<file path="config.mk">
export PLATFORM = sky130hd
export DESIGN_NAME = shift_issue_stage
export DESIGN_NICKNAME = d
export VERILOG_FILES = /design/src/rtl/shift_issue_stage.sv
export SDC_FILE = /design/constraint.sdc
export NUM_CORES = 1
export LEC_CHECK = 0
export CORE_ASPECT_RATIO = 1.75
export CORE_MARGIN = 5
export CORE_UTILIZATION = 31
export CTS_CLUSTER_DIAMETER = 200
export CTS_CLUSTER_SIZE = 28
export DETAILED_ROUTE_END_ITERATION = 16
export GPL_ROUTABILITY_DRIVEN = 0
export GPL_TIMING_DRIVEN = 1
export PLACE_DENSITY = 0.6
export SYNTH_ARGS = -nofsm -noshare
export SYNTH_HDL_FRONTEND = slang
export SYNTH_SLANG_ARGS = --single-unit
</file>
<file path="constraint.sdc">
create_clock -name clk -period 4.4 [get_ports clk]
set_clock_uncertainty 0.05 [all_clocks]
set_input_delay 0.44 -clock clk [delete_from_list [all_inputs] [get_ports clk]]
set_output_delay 0.44 -clock clk [all_outputs]
set_load 0.03 [all_outputs]
</file>
<file path="src/rtl/shift_issue_stage.sv">
// shift_issue_stage
//
// Issue stage that sits in front of a purely combinational 32-bit shifter.
// Requests are buffered in a small circular FIFO. The head request drives the
// shifter. The shifter's answer is registered into a single output slot, and
// that slot has its own valid/ready handshake.
//
// Ports:
//   clk, rst            single rising-edge clock, synchronous active-high reset
//   in_valid/in_ready   request handshake (in_ready depends on FIFO state only)
//   in_data/in_op/in_amt  operand, operation (00 lsr, 01 asr, 1x ror), amount
//   sh_data/sh_b        head request presented to the shifter ({op, amt} on sh_b)
//   sh_result           combinational shifter output for sh_data/sh_b
//   out_valid/out_ready result handshake
//   out_result/out_b    registered result and the {op, amt} that produced it
//   count               FIFO occupancy, 0..DEPTH
module shift_issue_stage #(
  parameter int DEPTH = 4,
  parameter int AW    = 2
) (
  input  logic          clk,
  input  logic          rst,
  input  logic          in_valid,
  output logic          in_ready,
  input  logic [31:0]   in_data,
  input  logic [1:0]    in_op,
  input  logic [4:0]    in_amt,
  output logic [31:0]   sh_data,
  output logic [6:0]    sh_b,
  input  logic [31:0]   sh_result,
  output logic          out_valid,
  input  logic          out_ready,
  output logic [31:0]   out_result,
  output logic [6:0]    out_b,
  output logic [AW:0]   count
);

  localparam logic [AW:0] FULL_COUNT = (AW + 1)'(DEPTH);

  // Each entry is {op, amt, data}, so the top 7 bits are already in sh_b order.
  logic [38:0]   mem [DEPTH];
  logic [AW-1:0] wr_ptr;
  logic [AW-1:0] rd_ptr;
  logic [38:0]   head;
  logic          fifo_empty;
  logic          push;
  logic          pop;
  logic          slot_free;

  assign fifo_empty = (count == '0);

  // Acceptance depends on registered occupancy only. This keeps out_ready off
  // the input path, so a full FIFO never passes a request straight through.
  assign in_ready  = (count != FULL_COUNT);
  assign push      = in_valid && in_ready;
  assign slot_free = !out_valid || out_ready;
  assign pop       = !fifo_empty && slot_free;

  // When the FIFO is empty, the shifter sees zeros rather than a stale entry.
  assign head    = mem[rd_ptr];
  assign sh_data = fifo_empty ? 32'd0 : head[31:0];
  assign sh_b    = fifo_empty ? 7'd0  : head[38:32];

  // Storage is not reset. An entry is only ever read after it has been written.
  always_ff @(posedge clk) begin
    if (push) begin
      mem[wr_ptr] <= {in_op, in_amt, in_data};
    end
  end

  // Pointers wrap naturally because DEPTH is a power of two.
  // A push and a pop in the same cycle leave count unchanged.
  always_ff @(posedge clk) begin
    if (rst) begin
      wr_ptr <= '0;
      rd_ptr <= '0;
      count  <= '0;
    end else begin
      if (push) begin
        wr_ptr <= wr_ptr + AW'(1);
      end
      if (pop) begin
        rd_ptr <= rd_ptr + AW'(1);
      end
      if (push && !pop) begin
        count <= count + (AW + 1)'(1);
      end else if (pop && !push) begin
        count <= count - (AW + 1)'(1);
      end
    end
  end

  // Output slot: a pop always refills it. If the slot is taken and nothing
  // replaces it, it empties, but the last result and op stay on the outputs.
  always_ff @(posedge clk) begin
    if (rst) begin
      out_valid  <= 1'b0;
      out_result <= '0;
      out_b      <= '0;
    end else if (pop) begin
      out_valid  <= 1'b1;
      out_result <= sh_result;
      out_b      <= sh_b;
    end else if (out_ready) begin
      out_valid  <= 1'b0;
    end
  end

endmodule

</file>
## Yosys cells after proc, flatten, opt, wreduce, memory -nomap -nowiden

Memories as Yosys holds them, arrays and structs flattened. A register that Yosys moved wholly into a read port is not among the register bits.
Index checks and enable logic that the tools add are counted.

| word-level totals | value |
|---|---|
| output and inout bits | 83 |
| memories kept | 1 |
| memory bits (writable) | 156 |
| bits in registers | 47 |

Memories:

| name | depth | bits a word | read ports | clocked after memory_dff | write ports | line | text |
|---|---|---|---|---|---|---|---|
| mem | 4 | 39 | 1 | 1 | 1 | 41 | `logic [38:0] mem [DEPTH];` |

| cells by class | value |
|---|---|
| reduce and logical (&&, ||, !) cells | 12 |
| muxes and demuxes | 10 |
| add/sub/neg operators | 4 |
| eq/ne operators | 1 |

Operators by type and width:

| kind | number |
|---|---|
| 32-bit 2-to-1 mux | 1 |
| 7-bit 2-to-1 mux | 1 |
| 3-bit 2-to-1 mux | 2 |
| 2-bit by 1-bit adder with 2-bit output (second input constant) | 2 |
| 1-bit logical AND | 4 |
| 1-bit logical NOT | 4 |
| 1-bit 2-to-1 mux | 4 |
| 2-bit 2-to-1 mux | 2 |
| 2-bit nonzero test | 2 |
| 3-bit by 1-bit adder with 3-bit output (second input constant) | 1 |
| 3-bit logical NOT | 1 |
| 3-bit inequality test (second input constant) | 1 |
| 3-bit by 1-bit subtractor with 3-bit output (second input constant) | 1 |
| 1-bit logical OR | 1 |

## Longest topological paths before layout

| depth | value |
|---|---|
| word-level depth | 6 |
| depth in mapped cells | 10 |
| depth with buffers taken out | 8 |

## Worst setup path before layout

OpenSTA, ideal clock, no wires.

| timing | value |
|---|---|
| path type | register -> register |
| start | register count[0] |
| end | memory mem[0][0] (enable) |
| stages on the path, launching flop included | 4 |
| buffers on the path | 0 |
| data required time | 3950 ps |
| arrival | 2110 ps |
| slack | 1840 ps |
| cells stage by stage | dfxtp_1 > nor3b_1 > inv_1 > and3_1 |

| between the ends | value |
|---|---|
| longest elaborated chain between the ends | 4 |

Ends and longest elaborated chain:

| element | line | text |
|---|---|---|
| start, declared | 35 | `output logic [AW:0] count` |
| start signal, assigned | 86 | `count <= count + (AW + 1)'(1);` |
| start signal, assigned | 88 | `count <= count - (AW + 1)'(1);` |
| 3-bit inequality test | 54 | `assign in_ready = (count != FULL_COUNT);` |
| net in_ready | 24 | `output logic in_ready,` |
| 1-bit logical AND | 55 | `assign push = in_valid && in_ready;` |
| 1-bit 2-to-1 mux | 66 | `if (push) begin` |
| 1-bit 2-to-1 mux (not written as such) | 67 | `mem[wr_ptr] <= {in_op, in_amt, in_data};` |
| end, declared | 41 |  |

The timed path passes the listed nets, and every way through them passes these cells.

## Worst setup path in the final report

| timing | value |
|---|---|
| start | register count[0] |
| end | output port sh_data[29] |

| between the ends | value |
|---|---|
| longest elaborated chain between the ends | 2 |

Ends and longest elaborated chain:

| element | line | text |
|---|---|---|
| 3-bit logical NOT | 50 | `assign fifo_empty = (count == '0);` |
| 32-bit 2-to-1 mux | 61 | `assign sh_data = fifo_empty ? 32'd0 : head[31:0];` |
| end, declared | 28 | `output logic [31:0] sh_data,` |

Every way passes these cells.

==> qor.csv <==
metric;value;unit
status;finished, final reports clean;
peak supply drop;0.237;mV
async set-reset flop share out of synthesis;0;%
syn nets;561;
max incr delay on CP;710;ps
row count;77;
Via density;4.84;
#FFs+latches synth;205;
ys flop type;edfxtp_1;
R2R Path Start;count[0];
initial DRC count;179;
Seq/Total Area, Yosys;72.1;%
Pwr Density;620;nW/um^2
main combinational cell family by area after synthesis;multiplexers;
Longest Clk Path Bufs;3;
synthesized area;7850;um^2
GRT Util Overall;12.1;%
dpl ws;1390;ps
Worst Path Max Fanout;42;
leading area contributor after synthesis;edfxtp_1;
Worst Hold Launch;out_b[0];
Max Used Layer;met5;
Leak;3.20;nW
Critical Path AT;2910;ps
clk_lat worst skew;450;ps
Mapped Cells;480;
Worst Tran Pin Value;1340;ps
Pins Over Slew Limit;0;
CTS Hold Bufs;0;
Tot Pwr;6.20;mW
CP delay by family, top;buffers and inverters;
initial core utilization;31.2;%
PostCTS Resize Cnt;0;
final setup vio count;0;
antenna violations before repair;2;
Yosys top cell area share;59.7;%
normalized max-slew margin;10.3;%
CTS root buf;clkbuf_16;
die width;130;um
CTS buffer count;11;
Antenna Cells;0;
WL final;17800;um
WL met1;6770;um
layout cells sized above 1;10.5;%
Synth Area in Adders;1.05;%
antenna viol nets, final;0;
Worst Hold Depth;2;
met3 WL;1140;um
reg2reg path depth;8;
Post-synth EDFFs;156;
top post-synthesis cells by count;156 x edfxtp_1, 49 x dfxtp_1, 45 x a21oi_1;
Avg Cell Area, Syn;16.4;um^2
worst path bufs/invs;2;
postcts setup bufs;0;
H-tree levels;1;
CP max-delay cell;clkdlybuf4s50_1;
post-synthesis mux area share;11.5;%
top cells by area, synth;edfxtp_1 60%, dfxtp_1 12%, mux4_2 11%;
Num Clock Sinks;205;
yosys warns;0;
NumNets Final;699;
Worst setup EP type;output port;
R2R Setup Slk;1670;ps
TNS Setup;0;ps
Area growth, synth to finish;27.3;%
met2 WL;9580;um
Routed WL per cell;19.0;um
count of cell types in the netlist;26;
vias in the first global route;4914;
hold path endpoint;out_b[0];
worst path cell trace;or3_2 -> buf_4 -> and2_1 -> clkdlybuf4s50_1;
setup ws final;1000;ps
grt ovf;0;
area fraction in and, or, nand and nor cells after synthesis;7.04;%
Top Ports;158;
die area;28700;um^2
core footprint;25100;um^2
number of port buffers;157;
Tcrit/Tclk final;77.3;%
CP required;3910;ps
crit path kind;register to output port;
Die H;221;um
Hold WC Path Type;register to register;
Synth Area in XOR/XNOR;0.223;%
Critical R2R Capture;count[2];
largest net degree at the start of global routing;50;
first-pass GRT wire length;27000;um
DR vias;4536;
post-synthesis compound-gate area fraction;5.61;%
startpoint types;register;
TritonCTS clock tree;yes;
Fmax;294;MHz
Final min period;3400;ps
count leader, synth;edfxtp_1;
Final Hold Fails;0;
clock slew at reported path FFs;100;ps
drt pass-1 iters;4;
max cap viols;0;
HPWL Detailed;11300;um
unrepaired setup endpoints after global routing;no;
DR DRC count;0;
## worst max path at each step
stage	from	endpoint	slack, ps	cells after the start
2_1_floorplan	count[0]	mem[0][0]	1840	3
5_1_grt	count[0]	sh_data[29]	790	4
6_report	count[0]	sh_data[29]	1000	4
3_3_place_gp	count[0]	sh_b[5]	1460	4
3_5_place_dp	count[0]	sh_b[5]	1390	4
4_1_cts	count[0]	sh_b[5]	870	4
## worst register-to-register path: stages (launching register included)
cell	delay, ps
dfxtp_1	410
or3_2	800
nand2_1	150
ha_1	180
inv_1	60
fa_1	370
xor2_1	170
or3_1	320
a21oi_1	150
## registers in the layout, indices dropped and copies added (netlist names), named ones only
name        flops
out_valid       1
out_b           7
rd_ptr          2
mem           156
wr_ptr          2
out_result     32
count           3
## cell type report
class	count	area (um^2)
Multi-Input combinational cell	235	2010
Timing Repair Buffer	160	1590
Inverter	5	18.8
Clock inverter	1	20.0
Sequential cell	205	5670
Tap cell	316	395
Fill cell	2318	15100
Clock buffer	16	294
## routing by layer
metal	track usage, %	up-vias
li1	-	2112
met1	13.8	2278
met2	22.9	125
met3	2.37	17
met4	2.98	4
met5	0	-
## cell families after synthesis
kind of cell | count (synthesis)
adder cells (fa/ha/maj) | 6
buffers and inverters | 40
flip-flops | 205
multiplexers | 41
AO/OA/AOI/OAI | 88
XOR/XNOR | 2
AND/OR/NAND/NOR | 98
## cell usage in the layout, fill, tap and decap left out, drive strengths merged, types with 5 or more instances in the layout
cell,instances
clkbuf,16
clkdlybuf4s50,156
a21oi,45
edfxtp,156
o21ai,43
nand3,42
and2,39
dfxtp,49
ha,5
mux4,39
inv,6
## stage by stage
| step | hold slack (ps) | cell area (um^2) | util, % | std cells |
|---|---|---|---|---|
| CTS | 433 | 10000 | 39.8 | 938 |
| global placement | 412 | 9680 | 38.5 | 921 |
| detailed placement | 418 | 9680 | 38.5 | 921 |
| global route | 453 | 10000 | 39.8 | 938 |
| floorplan | 434 | 7850 | - | 480 |
| finish | 433 | 10000 | 39.8 | 938 |
## power breakdown
group | switching (mW) | internal [mW]
Sequential | 0.254 | 2.35
Combinational | 1.40 | 1.13
Clock | 0.582 | 0.482
Total | 2.23 | 3.96
No activity file was read; power rests on OpenSTA's default activity.
==> edit, RTL diff (same flow settings) <==
Reset style: asynchronous (`rst`), changed in 2 clocked blocks. Comments in the files are not updated.
--- a/src/rtl/shift_issue_stage.sv
+++ b/src/rtl/shift_issue_stage.sv
@@ -70,7 +70,7 @@
 
   // Pointers wrap naturally because DEPTH is a power of two.
   // A push and a pop in the same cycle leave count unchanged.
-  always_ff @(posedge clk) begin
+  always_ff @(posedge clk or posedge rst) begin
     if (rst) begin
       wr_ptr <= '0;
       rd_ptr <= '0;
@@ -92,7 +92,7 @@
 
   // Output slot: a pop always refills it. If the slot is taken and nothing
   // replaces it, it empties, but the last result and op stay on the outputs.
-  always_ff @(posedge clk) begin
+  always_ff @(posedge clk or posedge rst) begin
     if (rst) begin
       out_valid  <= 1'b0;
       out_result <= '0;
Function: differs if rst is asserted again (counterexample within 4 cycles, from zero or initial values and one cycle with rst high); with rst held inactive, the same outputs for 10 cycles.
==> edit against the unedited design <==
  * Global-route usage decreased by 0.90 points
  * Routed wire length decreased by 8.1%
  * Via count shrank 15%
  * Die area fell by 0.10%
  * Synthesized area down 0.11%
  * Synthesized cell count down 23%
  * Sequential cell count is 2 lower
  * Worst setup slack worse by 0.037 ns
  * Total power grew 19%
  * Critical path depth fell by 1
  * First-iteration DRC count shrank 14%
  * Final area rose by 0.49%
  * Sequential power is 14% higher
  * Critical endpoint is now sh_data[17]
==> edit: results (changes against the unedited design) <==
metric	value	unit	change
synthAdderAreaFrac	0.0105		+0.0000117
insertedDiodeCount	0		unchanged
place_area	9720	um2	+0.40%
wl_per_cell	19.4	um	+2.2%
root_buffer	clkbuf_16		
clk_path_buf_depth	3		unchanged
ant_nets	0		unchanged
numCtsBuffers	11		unchanged
first_iter_violations	154		-14%
grtUsageTotal	0.112		-0.00899
cp_slowest_cell	dfrtp_2		
hp-class	reg2reg		
ys_seq_area_frac	0.747		+0.0257
synth_compound_area_frac	0.00144		-0.0547
clkTransAtPathRegs	0.10	ns	about the same
nNetsFinal	605		-13%
syn_nets	451		-20%
place_hpwl	10.6	mm	-6.6%
placedCellCount	827		-10%
grt_max_degree	48		-4.0%
avgSynthCellArea	21.2	um2	+30%
critPathMaxStageDelay	1.12	ns	+0.41 ns
final_cells	844		-10%
detail_route.first_pass.iterations	4		unchanged
antenna_found_initial	4		+2
status	completed		
worstMarginPinSlew	1.19	ns	-0.151 ns
ir_drop	0.000429	V	+81%
critPathTopFamily	flip-flops		
postCtsSetupBuffers	0		unchanged
clk_latency	0.46	ns	
async_reset_ff_frac	0.232		+0.232
synth_commonest_cells	edfxtp_1, dfrtp_1, nor2b_1		
grt_pass1_wl	24.6	mm	-9.2%
largest_registers	mem x156, out_result x32, out_b x7		
grt_pass1_vias	4386		-11%
num_vias	3838		-15%
ys_warn_count	0		unchanged
synthXorXnorAreaFrac	0.00670		+0.00447
path_max_fanout	40		-4.8%
pre_cts_ws	1.37	ns	-0.0221 ns
htreeDepth	1		unchanged
fin_ws	0.963	ns	-0.0370 ns
p_leak	3.42	nW	+6.9%
numPortBuffers	157		unchanged
ctsResizeCount	0		unchanged
synth-edff-count	156		unchanged
synth_area_leaders	edfxtp_1, dfrtp_1, mux4_2, mux2_2, nor2b_1		
synth_cell_type_count	25		-3.8%
synthMuxAreaShare	0.174		+0.0591
largest_reg_flops	156		unchanged
final_layout_size_suffix_gt1_frac	0.188		+0.0830
cp.arrival	2.95	ns	+0.04 ns
-- edit: changes by cell type after synthesis, sizes merged, moves of 4 or more --
cell,before,now
a21oi,45,0
and2,39,4
and3,4,0
clkbuf,21,4
dfrtp,0,47
dfxtp,49,0
mux2,1,41
nand3,42,0
nor2b,2,40
o21ai,43,0
-- edit: worst paths after layout --
| path | start | to | slack (ns) | cells past startpoint |
|---|---|---|---|---|
| min in group asynchronous | rst | rd_ptr[0] | 0.46 | 2 |
| max reg2reg | count[1] | count[2] | 1.55 | 10 |
| min | out_result[10] | out_result[10] | 0.44 | 1 |
| min reg2reg | out_result[10] | out_result[10] | 0.44 | 1 |
| max in group asynchronous | rst | rd_ptr[0] | 3.14 | 2 |
| max | rd_ptr[1] | sh_data[17] | 0.96 | 3 |
-- edit: routing by layer --
metal	up-vias	global-route usage	routed length, um
met5	-	0	51
met1	1939	0.120	5680
met3	28	0.0249	1230
li1	1727	-	-
met2	136	0.215	9040
met4	8	0.0336	334
-- edit: where the power goes --
part,switching (mW),total (mW),internal [mW],leakage [nW]
registers,0.373,2.96,2.59,1.97
logic,1.74,3.31,1.57,1.29
clock network,0.596,1.08,0.484,0.153
total,2.70,7.35,4.64,3.42
-- edit: layout make-up --
type / count / area (um2)
clock buffers: 16 / 294
clock inverters: 1 / 30.0
fillers: 2256 / 15100
inverters: 5 / 18.8
multi-input cells: 144 / 1840
flip-flops and latches: 203 / 5870
well taps: 316 / 395
repair buffers: 159 / 1600
